--- config.mk ---
export PLATFORM = sky130hd
export DESIGN_NAME = neuron_sweep_scheduler
export DESIGN_NICKNAME = d
export VERILOG_FILES = /design/src/rtl/neuron_sweep_scheduler.sv
export SDC_FILE = /design/constraint.sdc
export NUM_CORES = 1
export LEC_CHECK = 0
export ABC_AREA = 0
export CAP_MARGIN = 20
export CORE_MARGIN = 1
export CORE_UTILIZATION = 60
export CTS_CLUSTER_DIAMETER = 100
export DETAILED_ROUTE_END_ITERATION = 6
export PLACE_DENSITY_LB_ADDON = 0.08
export SETUP_SLACK_MARGIN = 0.02
export SYNTH_ARGS = -nofsm -noshare
export SYNTH_HDL_FRONTEND = slang
export SYNTH_SLANG_ARGS = --single-unit
--- constraint.sdc ---
create_clock -name clk_i -period 15.7 [get_ports clk_i]
set_input_delay 3.14 -clock clk_i [delete_from_list [all_inputs] [get_ports clk_i]]
set_output_delay 3.14 -clock clk_i [all_outputs]
set_load 0.005 [all_outputs]
--- src/rtl/neuron_sweep_scheduler.sv ---
// Time-multiplexed LIF neuron scheduler: integrates weighted events, sweeps leak/threshold per tick.
// Optional refractory counters per neuron when NEURON_REFRACTORY_EN is defined.
module neuron_sweep_scheduler #(
  parameter int NUM_NEURONS   = 16,
  parameter int IDX_W         = $clog2(NUM_NEURONS),
  parameter int REFRACT_TICKS = 2
) (
  input  logic             clk_i,
  input  logic             rst_i,
  input  logic             enable_i,
  input  logic             tick_i,
  input  logic             event_valid_i,
  output logic             event_ready_o,
  input  logic [IDX_W-1:0] event_neuron_i,
  input  logic [1:0]       event_wsel_i,
  input  logic [7:0]       weight_type1_i,
  input  logic [7:0]       weight_type2_i,
  input  logic [7:0]       weight_type3_i,
  input  logic [7:0]       weight_type4_i,
  input  logic [7:0]       leak_value_i,
  input  logic [7:0]       pos_threshold_i,
  input  logic [7:0]       neg_threshold_i,
  input  logic [7:0]       pos_reset_i,
  input  logic [7:0]       neg_reset_i,
  output logic             spike_valid_o,
  input  logic             spike_ready_i,
  output logic [IDX_W-1:0] spike_neuron_o,
  output logic             spike_neg_o,
  output logic             busy_o,
  output logic             done_o,
  output logic             overrun_o,
  input  logic [IDX_W-1:0] dbg_addr_i,
  output logic [7:0]       dbg_potential_o
);

  typedef enum logic [1:0] {S_IDLE, S_LEAK, S_SPIKE, S_DONE} state_t;

  state_t           r_state;
  state_t           w_state_nxt;
  logic [IDX_W-1:0] r_idx;
  logic [7:0]       r_pot [NUM_NEURONS];
  logic             r_spike_neg;
  logic             r_overrun;

  logic             w_evt_fire;
  logic             w_evt_drop;
  logic [7:0]       w_weight;
  logic [8:0]       w_evt_sum;
  logic [7:0]       w_evt_sat;
  logic [7:0]       w_cur;
  logic [8:0]       w_leak_diff;
  logic [7:0]       w_p;
  logic             w_skip;
  logic             w_pos_spk;
  logic             w_neg_spk;
  logic             w_spk;
  logic             w_last;
  logic [7:0]       w_leak_wdata;

  always_comb begin
    w_weight = weight_type1_i;
    case (event_wsel_i)
      2'd0:    w_weight = weight_type1_i;
      2'd1:    w_weight = weight_type2_i;
      2'd2:    w_weight = weight_type3_i;
      default: w_weight = weight_type4_i;
    endcase
  end

  assign w_evt_fire = (r_state == S_IDLE) && enable_i && event_valid_i;
  assign w_evt_sum  = {1'b0, r_pot[event_neuron_i]} + {1'b0, w_weight};
  assign w_evt_sat  = w_evt_sum[8] ? 8'hFF : w_evt_sum[7:0];

  // Leak floors at zero; the borrow bit of the 9-bit difference flags underflow.
  assign w_cur        = r_pot[r_idx];
  assign w_leak_diff  = {1'b0, w_cur} - {1'b0, leak_value_i};
  assign w_p          = w_leak_diff[8] ? 8'd0 : w_leak_diff[7:0];
  assign w_pos_spk    = !w_skip && (w_p >= pos_threshold_i);
  assign w_neg_spk    = !w_skip && !w_pos_spk && (neg_threshold_i != 8'd0) && (w_p < neg_threshold_i);
  assign w_spk        = w_pos_spk || w_neg_spk;
  assign w_last       = (r_idx == IDX_W'(NUM_NEURONS - 1));
  assign w_leak_wdata = w_skip    ? w_cur       :
                        w_pos_spk ? pos_reset_i :
                        w_neg_spk ? neg_reset_i : w_p;

`ifdef NEURON_REFRACTORY_EN
  localparam int REF_W = (REFRACT_TICKS < 1) ? 1 : $clog2(REFRACT_TICKS + 1);

  logic [REF_W-1:0] r_refr [NUM_NEURONS];

  assign w_skip     = (r_refr[r_idx] != '0);
  assign w_evt_drop = (r_refr[event_neuron_i] != '0);

  always_ff @(posedge clk_i) begin
    if (rst_i) begin
      for (int i = 0; i < NUM_NEURONS; i++) r_refr[i] <= '0;
    end else if (r_state == S_LEAK) begin
      if (w_skip)
        r_refr[r_idx] <= r_refr[r_idx] - REF_W'(1);
      else if (w_spk)
        r_refr[r_idx] <= REF_W'(REFRACT_TICKS);
    end
  end
`else
  assign w_skip     = (REFRACT_TICKS < 0);
  assign w_evt_drop = 1'b0;
`endif

  always_ff @(posedge clk_i) begin
    if (rst_i) r_state <= S_IDLE;
    else       r_state <= w_state_nxt;
  end

  always_comb begin
    w_state_nxt   = r_state;
    event_ready_o = 1'b0;
    spike_valid_o = 1'b0;
    busy_o        = 1'b1;
    done_o        = 1'b0;
    case (r_state)
      S_IDLE: begin
        busy_o        = 1'b0;
        event_ready_o = enable_i;
        if (enable_i && tick_i) w_state_nxt = S_LEAK;
      end
      S_LEAK: begin
        if (w_spk)       w_state_nxt = S_SPIKE;
        else if (w_last) w_state_nxt = S_DONE;
      end
      S_SPIKE: begin
        spike_valid_o = 1'b1;
        if (spike_ready_i) w_state_nxt = w_last ? S_DONE : S_LEAK;
      end
      S_DONE: begin
        done_o      = 1'b1;
        w_state_nxt = S_IDLE;
      end
      default: w_state_nxt = S_IDLE;
    endcase
  end

  // Index wraps to 0 after the last neuron since the array size is a power of two.
  always_ff @(posedge clk_i) begin
    if (rst_i) begin
      r_idx       <= '0;
      r_spike_neg <= 1'b0;
      r_overrun   <= 1'b0;
      for (int i = 0; i < NUM_NEURONS; i++) r_pot[i] <= 8'd0;
    end else begin
      if (tick_i && (r_state != S_IDLE)) r_overrun <= 1'b1;
      if (w_evt_fire && !w_evt_drop) r_pot[event_neuron_i] <= w_evt_sat;
      if (r_state == S_LEAK) begin
        r_pot[r_idx] <= w_leak_wdata;
        if (w_spk) r_spike_neg <= w_neg_spk;
        else       r_idx       <= r_idx + IDX_W'(1);
      end
      if ((r_state == S_SPIKE) && spike_ready_i) r_idx <= r_idx + IDX_W'(1);
    end
  end

  assign spike_neuron_o  = r_idx;
  assign spike_neg_o     = r_spike_neg;
  assign overrun_o       = r_overrun;
  assign dbg_potential_o = r_pot[dbg_addr_i];

endmodule

* Word level (Yosys, flattened, before mapping) *
Memory sizes are Yosys's and may differ from the RTL's. A register that Yosys moved wholly into a read port is not among the register bits.
Cells that the tools add are included.

storage, ports and cells
  register bits = 8
  bits in writable memories = 128
  input bits = 88
  output and inout bits = 18
  logic and storage cells = 73
  memories = 1

operators by class
  add/sub/neg operators = 3
  magnitude comparators = 2
  eq/ne operators = 10
  mux-type cells = 34
  reductions and logical operators = 19

memory list
  name   words  width  read ports  clocked after Yosys merged registers in  write ports  line  text
  r_pot  16     8      3           1                                        16           41    logic [7:0] r_pot [NUM_NEURONS];

operator list
  cell                   count
  $mux W8                6
  $mux W4                7
  $pmux W8 S3            1
  $reduce_or A8 Y1       2
  $mux W1                14
  $mux W2                5
  $add A8 B8 Y9          1
  $sub A8 B8 Y9          1
  $ge A8 B8 Y1           1
  $lt A8 B8 Y1           1
  $pmux W2 S4            1
  $reduce_bool A8 Y1     1
  $logic_and A1 B1 Y1    7
  $eq A2 B2 Y1 const B   3
  $add A4 B1 Y4 const B  1
  $eq A2 B1 Y1 const B   2
  $eq A4 B4 Y1 const B   1
  $logic_not A2 Y1       2
  $ne A2 B1 Y1 const B   2
  $reduce_and A2 Y1      2
  $reduce_bool A2 Y1     2
  $ne A3 B3 Y1 const B   1
  $reduce_and A3 Y1      1
  $ne A2 B2 Y1 const B   1
  2 further kinds        2

* Logic depth before layout (Yosys ltp) *
Gate-level depths: netlist of the first run.

  word-level depth = 12
  gate-level depth with buffers = 23
  mapped depth without buffers = 16

* Least setup slack after synthesis of the first run *
Ideal clock, no wire load.

  kind = in2out
  start = input port dbg_addr_i[0]
  end = output port dbg_potential_o[0]
  arrival time = 4653 ps
  required time = 12560 ps
  path slack = 7907 ps
  stages on the path = 4
  buffers on the path = 2
  cell sequence = clkbuf_1 > buf_2 > mux4_2 > mux4_2

on the way
  word-level cells in the longest chain between the ends = 1

RTL lines
  item                line  text
  start: declaration  32    input logic [IDX_W-1:0] dbg_addr_i,
  $mem_v2 Z16 W8      --
  end: declaration    33    output logic [7:0] dbg_potential_o

Every way passes these cells.

* Final worst setup path of the first run *
  start = input port dbg_addr_i[1]
  end = output port dbg_potential_o[7]

Same word-level chain as after synthesis.

==> flow_summary.json, run 1 <==
{
  "syn_area_per_cell_um2": 13.7,
  "relSlewSlack_pct": 25.5,
  "timing.setup.tns_ns": 0,
  "final_antenna_net_count": 0,
  "rsz0062_at_grt": "no",
  "synth.yosys.seq_area_share_pct": 39.0,
  "estimated_wirelength_of_the_detail_placed_design_um": 22900,
  "final-seq-area_um2": 4090,
  "core_area_um2": 16800,
  "synth.lib_cells_used.distinct": 65,
  "clk_latency_ns": 0.44,
  "grt_antenna_before_repair": 0,
  "drt_wl_total_um": 31000,
  "cts-htree-levels": 4,
  "first_global_vias": 8059,
  "area_delta_synth_final_pct": 17.2,
  "startpoint_type": "input pin",
  "yosysWarnings": 0,
  "grt_usage_pct": 35.7,
  "worst_path_fanout_max": 32,
  "postCtsSetupRepairBufs": 0,
  "dpl.cell_count": 1043,
  "timing.hold.ws_ns": 0.483,
  "path_class": "in -> out",
  "clock_tree.root_cell": "sky130_fd_sc_hd__clkbuf_16",
  "netlist_instances": 767,
  "synth-edff-count": 128,
  "finalCriticalPeriod_ns": 8.61,
  "power.total_mw": 1.21,
  "final-hold-violation-count": 0,
  "hold_class": "reg -> reg",
  "cts.reportedPaths.clkPinSlew_ns": 0.07,
  "netlist_area_um2": 10500,
  "required_ns": 12.56,
  "cts_buffers": 17,
  "die_span_x_um": 134,
  "place.gp.congestion": 0.966,
  "power-per-cell-area_nw_per_um2": 98.2,
  "status": "complete, no violations",
  "placement_stage_cell_area_um2": 11600,
  "max_freq_mhz": 116,
  "max_slew.worst_pin.slew_ns": 1.11,
  "finClkSkew_ns": 0.00988,
  "postCtsHoldBufs": 0,
  "grt_remaining_overflow": 0,
  "design.final.nets": 970,
  "placement_rows": 47,
  "insertedDiodeCount": 0,
  "drt_pre_antenna_iters": 5,
  "slew_violations": 0,
  "synth_seq_cells": 140,
  "tritoncts": "yes",
  "dieHeight_um": 134,
  "syn_nets": 889,
  "multi_input_combinational_cell_area_um2": 5910,
  "design.portCount": 106,
  "p_leak_nw": 4.22,
  "port_buffers": 105,
  "cts.repair.resized": 0,
  "async_reset_ff_share_pct": 0,
  "drc_violation_total_after_the_first_tritonroute_iteration": 1091,
  "design_area_um2": 12300,
  "critPathArrivalTime_ns": 5.47,
  "cts_num_sinks": 140,
  "detail_route.wl_per_cell_um": 28.7,
  "n_fill_cell": 1068,
  "final.period_utilization_pct": 54.9,
  "drv.max_cap_violation_count": 0,
  "setup-violations-final": 0,
  "start_util_pct": 62.3,
  "die-area_um2": 18000,
  "vdd.ir_drop.worst_mv": 0.0805,
  "drc": 0,
  "cts_max_path_buffers": 2,
  "drive_gt1_share_pct": 26.4,
  "cp-end-kind": "primary output",
  "vias_per_cell": 7.59,
  "post_layout_instance_count_excluding_filler_cells": 1081,
  "grt_start_max_net_pins": 37,
  "dominantRegCellSynth": "sky130_fd_sc_hd__edfxtp_1",
  "grt_first_pass_wirelength_um": 47200,
  "routed-via-count": 8201
}
state kept, by name (all words and copies together) (netlist names), named ones only:
signal,count
spike_neuron_o,4
overrun_o,1
spike_neg_o,1
r_state,2
r_pot,128
layer usage:
layer  GRT usage, %  part of all wire [%]
met1           47.7                    36
met2           56.7                    47
met3           8.50                    14
met4           14.5                   3.1
met5              0                     0
placed cells by master (no fill, tap or decap), drive strengths merged, types with 11 or more instances in the layout:
cell             n
buf             22
a21oi           22
inv             42
nand3           18
nand2           24
clkbuf          18
nor2            31
o21ai           11
clkdlybuf4s50  103
edfxtp         128
dfxtp           12
nor3            26
mux4           128
nand2b          19
ha              32
a211oi         121
synthesized netlist by cell type, drive strengths merged, types with 2 or more instances:
master,n,area share (%)
o21ai,11,0.53
o22ai,2,0.12
xnor2,5,0.42
fa,2,0.38
a21oi,22,1.2
nor4,2,0.12
mux4,128,28
nor3b,5,0.47
nor3,26,1.3
xor2,2,0.17
or3b,2,0.17
ha,32,3.8
nand2b,19,1.1
nand4,2,0.12
o31ai,4,0.33
mux2,6,0.64
buf,37,2.3
a21o,2,0.14
a311oi,2,0.39
o211ai,3,0.21
o21a,7,0.50
or3,4,0.24
a31oi,2,0.12
clkbuf,27,0.97
mux2i,2,0.19
nand3,18,1.6
nor2,31,1.1
and2,5,0.30
o32ai,2,0.42
nand3b,2,0.14
a2111oi,2,0.35
edfxtp,128,37
inv,37,1.3
or2,6,0.36
nor2b,6,0.36
dfxtp,12,2.3
nand2,24,0.86
a211oi,121,9.2
a21boi,7,0.50
power breakdown:
part / total (mW) / switching (mW) / internal [mW]
registers: 0.439 / 0.0161 / 0.423
clock network: 0.437 / 0.169 / 0.268
logic: 0.329 / 0.199 / 0.130
final timing paths:
kind | slack [ns] | from | cells past startpoint | endpoint
max | 7.09 | dbg_addr_i[1] | 5 | dbg_potential_o[7]
min | 0.48 | overrun_o | 2 | overrun_o
max reg2reg | 9.04 | flip-flop | 15 | r_pot[7][2]
min reg2reg | 0.48 | overrun_o | 2 | overrun_o
cells by family (layout without fill, tap and decap cells):
family                   count (synthesis)  in the layout  synth area share (%)
AO/OA/AOI/OAI                          194            194                  14.7
XOR/XNOR                                 7              7                 0.585
adder cells (fa/ha/maj)                 34             34                  4.20
buffers and inverters                  101            195                  4.63
flip-flops                             140            140                  39.0
multiplexers                           136            136                  28.4
AND/OR/NAND/NOR                        155            155                  8.56
worst max-delay path, cell delays in order:
cell and delay [ns]:
sky130_fd_sc_hd__clkdlybuf4s50_1 0.49, sky130_fd_sc_hd__buf_4 0.41, sky130_fd_sc_hd__mux4_2 0.39, sky130_fd_sc_hd__mux4_2 0.47
sky130_fd_sc_hd__clkdlybuf4s50_1 0.53
through the flow:
step | util (%) | setup WS (ns)
5_1_grt | 73.0 | 7.07
6_report | 73.0 | 7.09
4_1_cts | 72.5 | 6.95
2_1_floorplan | - | 7.91
3_5_place_dp | 68.7 | 6.94
3_3_place_gp | 68.6 | 7.03
cell type report:
class                           instances  share of cell area [%]
Timing Repair Buffer                  126                    10.0
Inverter                               37                    1.13
Clock inverter                         15                    1.70
Clock buffer                           17                    3.47
Tap cell                              220                    2.24
Multi-Input combinational cell        526                    48.1
Sequential cell                       140                    33.3
No activity file was read; power rests on OpenSTA's default activity.
==> run 2: changes to the inputs <==
--- a/config.mk
+++ b/config.mk
@@ -8,7 +8,7 @@
 export ABC_AREA = 0
 export CAP_MARGIN = 20
 export CORE_MARGIN = 1
-export CORE_UTILIZATION = 60
+export CORE_UTILIZATION = 53
 export CTS_CLUSTER_DIAMETER = 100
 export DETAILED_ROUTE_END_ITERATION = 6
 export PLACE_DENSITY_LB_ADDON = 0.08
==> constraint.sdc (replaced) <==
create_clock -name clk_i -period 7.3 [get_ports clk_i]
set_input_delay 1.46 -clock clk_i [delete_from_list [all_inputs] [get_ports clk_i]]
set_output_delay 1.46 -clock clk_i [all_outputs]
set_load 0.005 [all_outputs]
==> run 2 against run 1 <==
Worst setup slack got worse by 6.3 ns. Non-clock buffer count rose by 7. Largest power group unchanged. Total power increased by 110%. Critical path type is now reg -> reg.
==> flow_summary.json, run 2 (same netlist as run 1, synthesis figures left out) <==
{
  "status": "complete, no violations",
  "p_clk_share_pct": 34.6,
  "finClkSkew_ns": 0.0148,
  "finalCriticalPeriod_ns": 6.54,
  "p_sw_uw": 803,
  "p_leak_nw": 4.23,
  "drc": 0,
  "cts_buffers": 17,
  "clock_tree.root_cell": "sky130_fd_sc_hd__clkbuf_16",
  "final.period_utilization_pct": 89.6,
  "insertedDiodeCount": 0,
  "hold_class": "reg -> reg",
  "use_met2_pct": 57.0,
  "placement_stage_cell_area_um2": 11700,
  "final_antenna_net_count": 0,
  "grt_antenna_before_repair": 0,
  "critical_path.cell_chain": "buf_4, mux4_2, mux4_2, ha_1, nand2b_1, a211oi_2, a31oi_1, or2_2, ha_1, nand2b_1, a211oi_1, or3_1, and2_1, buf_4, a211oi_4, a211oi_1",
  "die-area_um2": 20300,
  "largest_register_ffs": 128,
  "power_frac_seq_pct": 37.2,
  "cts.reportedPaths.clkPinSlew_ns": 0.07,
  "slew_violations": 0,
  "required_ns": 7.43,
  "grt_remaining_overflow": 0,
  "p_int_mw": 1.73,
  "max_slew.worst_pin.slew_ns": 1.12,
  "worst_path_largest_cell_delay_ns": 0.84,
  "setup-violations-final": 0,
  "detail_route.wl_per_cell_um": 30.5,
  "timing.setup.tns_ns": 0,
  "postCtsSetupRepairBufs": 0,
  "critical_path_cell_count": 16,
  "vias_per_cell": 7.21,
  "grt_first_pass_wirelength_um": 49500,
  "crit_path_buffers_inverters": 2,
  "routed-via-count": 8164,
  "cts.repair.resized": 0,
  "cts_num_sinks": 140,
  "grt_usage_pct": 34.9,
  "cp_slowest_cell": "sky130_fd_sc_hd__dfxtp_2",
  "mostFrequentLayoutCells": "128 x sky130_fd_sc_hd__mux4_2, 128 x sky130_fd_sc_hd__edfxtp_1, 111 x sky130_fd_sc_hd__a211oi_1",
  "placement_rows": 51,
  "drive_gt1_share_pct": 26.3,
  "clk_latency_ns": 0.44,
  "largest-register": "r_pot",
  "timing.hold.worst_path_depth": 2,
  "max_freq_mhz": 153,
  "critPathTopFamily": "compound AO/OA/AOI/OAI gates",
  "design.final.nets": 977,
  "vdd.ir_drop.worst_mv": 0.178,
  "switching_share_pct": 31.7,
  "dieHeight_um": 143,
  "area_delta_synth_final_pct": 17.6,
  "tritoncts": "yes",
  "estimated_wirelength_of_the_detail_placed_design_um": 23800,
  "first_global_vias": 7892,
  "design_area_um2": 12300,
  "worst-r2r-cell-count": 16,
  "cts_max_path_buffers": 2,
  "layout.core_utilization_pct": 63.5,
  "cp-end-kind": "flip-flop",
  "place.gp.congestion": 0.955,
  "drt_wl_total_um": 34500,
  "grt_most_used_layer": "met2",
  "port_buffers": 105,
  "relSlewSlack_pct": 25.3,
  "die_span_x_um": 143,
  "drc_violation_total_after_the_first_tritonroute_iteration": 976,
  "postCtsHoldBufs": 0,
  "worst_path_fanout_max": 19,
  "design.portCount": 106,
  "grt_util_met1_pct": 43.3,
  "final-hold-violation-count": 0,
  "timing.hold.ws_ns": 0.471,
  "share_comb_of_total_power_pct": 28.2,
  "drt_pre_antenna_iters": 5,
  "start_util_pct": 54.0,
  "cts-htree-levels": 4,
  "n_fill_cell": 1500,
  "power-per-cell-area_nw_per_um2": 205,
  "core_area_um2": 19400,
  "drv.max_cap_violation_count": 0,
  "startpoint_type": "flip-flop",
  "critPathArrivalTime_ns": 6.67,
  "path_class": "reg -> reg",
  "grt_start_max_net_pins": 33,
  "rsz0062_at_grt": "no",
  "met3_usage_pct": 10.0
}
run 2: cell types whose count changed in the layout (fill, tap and decap cells not counted):
cell | previous run | this run
sky130_fd_sc_hd__buf_6 | 2 | 0
sky130_fd_sc_hd__buf_4 | 17 | 26
sky130_fd_sc_hd__inv_6 | 5 | 0
sky130_fd_sc_hd__clkinv_1 | 0 | 4
sky130_fd_sc_hd__bufinv_16 | 4 | 3
sky130_fd_sc_hd__clkbuf_1 | 0 | 2
run 2: final timing paths:
kind	startpoint	endpoint	slack, ns
setup / recovery	flip-flop	r_pot[10][2]	0.76
setup reg to reg	flip-flop	r_pot[10][2]	0.76
hold reg to reg	overrun_o	overrun_o	0.47
hold / removal	overrun_o	overrun_o	0.47
run 2: metal layers:
layer  wire length [µm]  share of wire, %
met1              12300                36
met2              16600                48
met3               4030                12
met4               1570               4.6
met5                  0                 0
run 2: power by group through the flow:
stage	Sequential [mW]	Combinational (mW)	Clock, mW
floorplan	0.940	0.472	0
global placement	0.952	0.685	0
detailed placement	0.956	0.697	0
CTS	0.939	0.701	0.876
global route	0.944	0.752	0.904
finish	0.941	0.715	0.875
run 2: worst min-delay path, cell delays in order, from the launching register on:
cell and delay (ns):
sky130_fd_sc_hd__dfxtp_1 0.32, sky130_fd_sc_hd__a21oi_1 0.04, sky130_fd_sc_hd__nor2_1 0.07
run 2: layout make-up:
class,instances,area [µm²],share of cell area [%]
flip-flops and latches,140,4090,33.2
well taps,265,332,2.69
multi-input cells,526,5910,47.9
inverters,37,139,1.13
clock inverters,13,150,1.22
clock buffers,19,433,3.51
repair buffers,133,1280,10.4
run 2: stage by stage:
step | setup WS [ns] | power (mW) | std cells
floorplan | 1.89 | 1.41 | 767
global placement | 0.926 | 1.64 | 1099
detailed placement | 0.779 | 1.65 | 1099
CTS | 0.717 | 2.52 | 1131
global route | 0.363 | 2.60 | 1133
finish | 0.761 | 2.53 | 1133
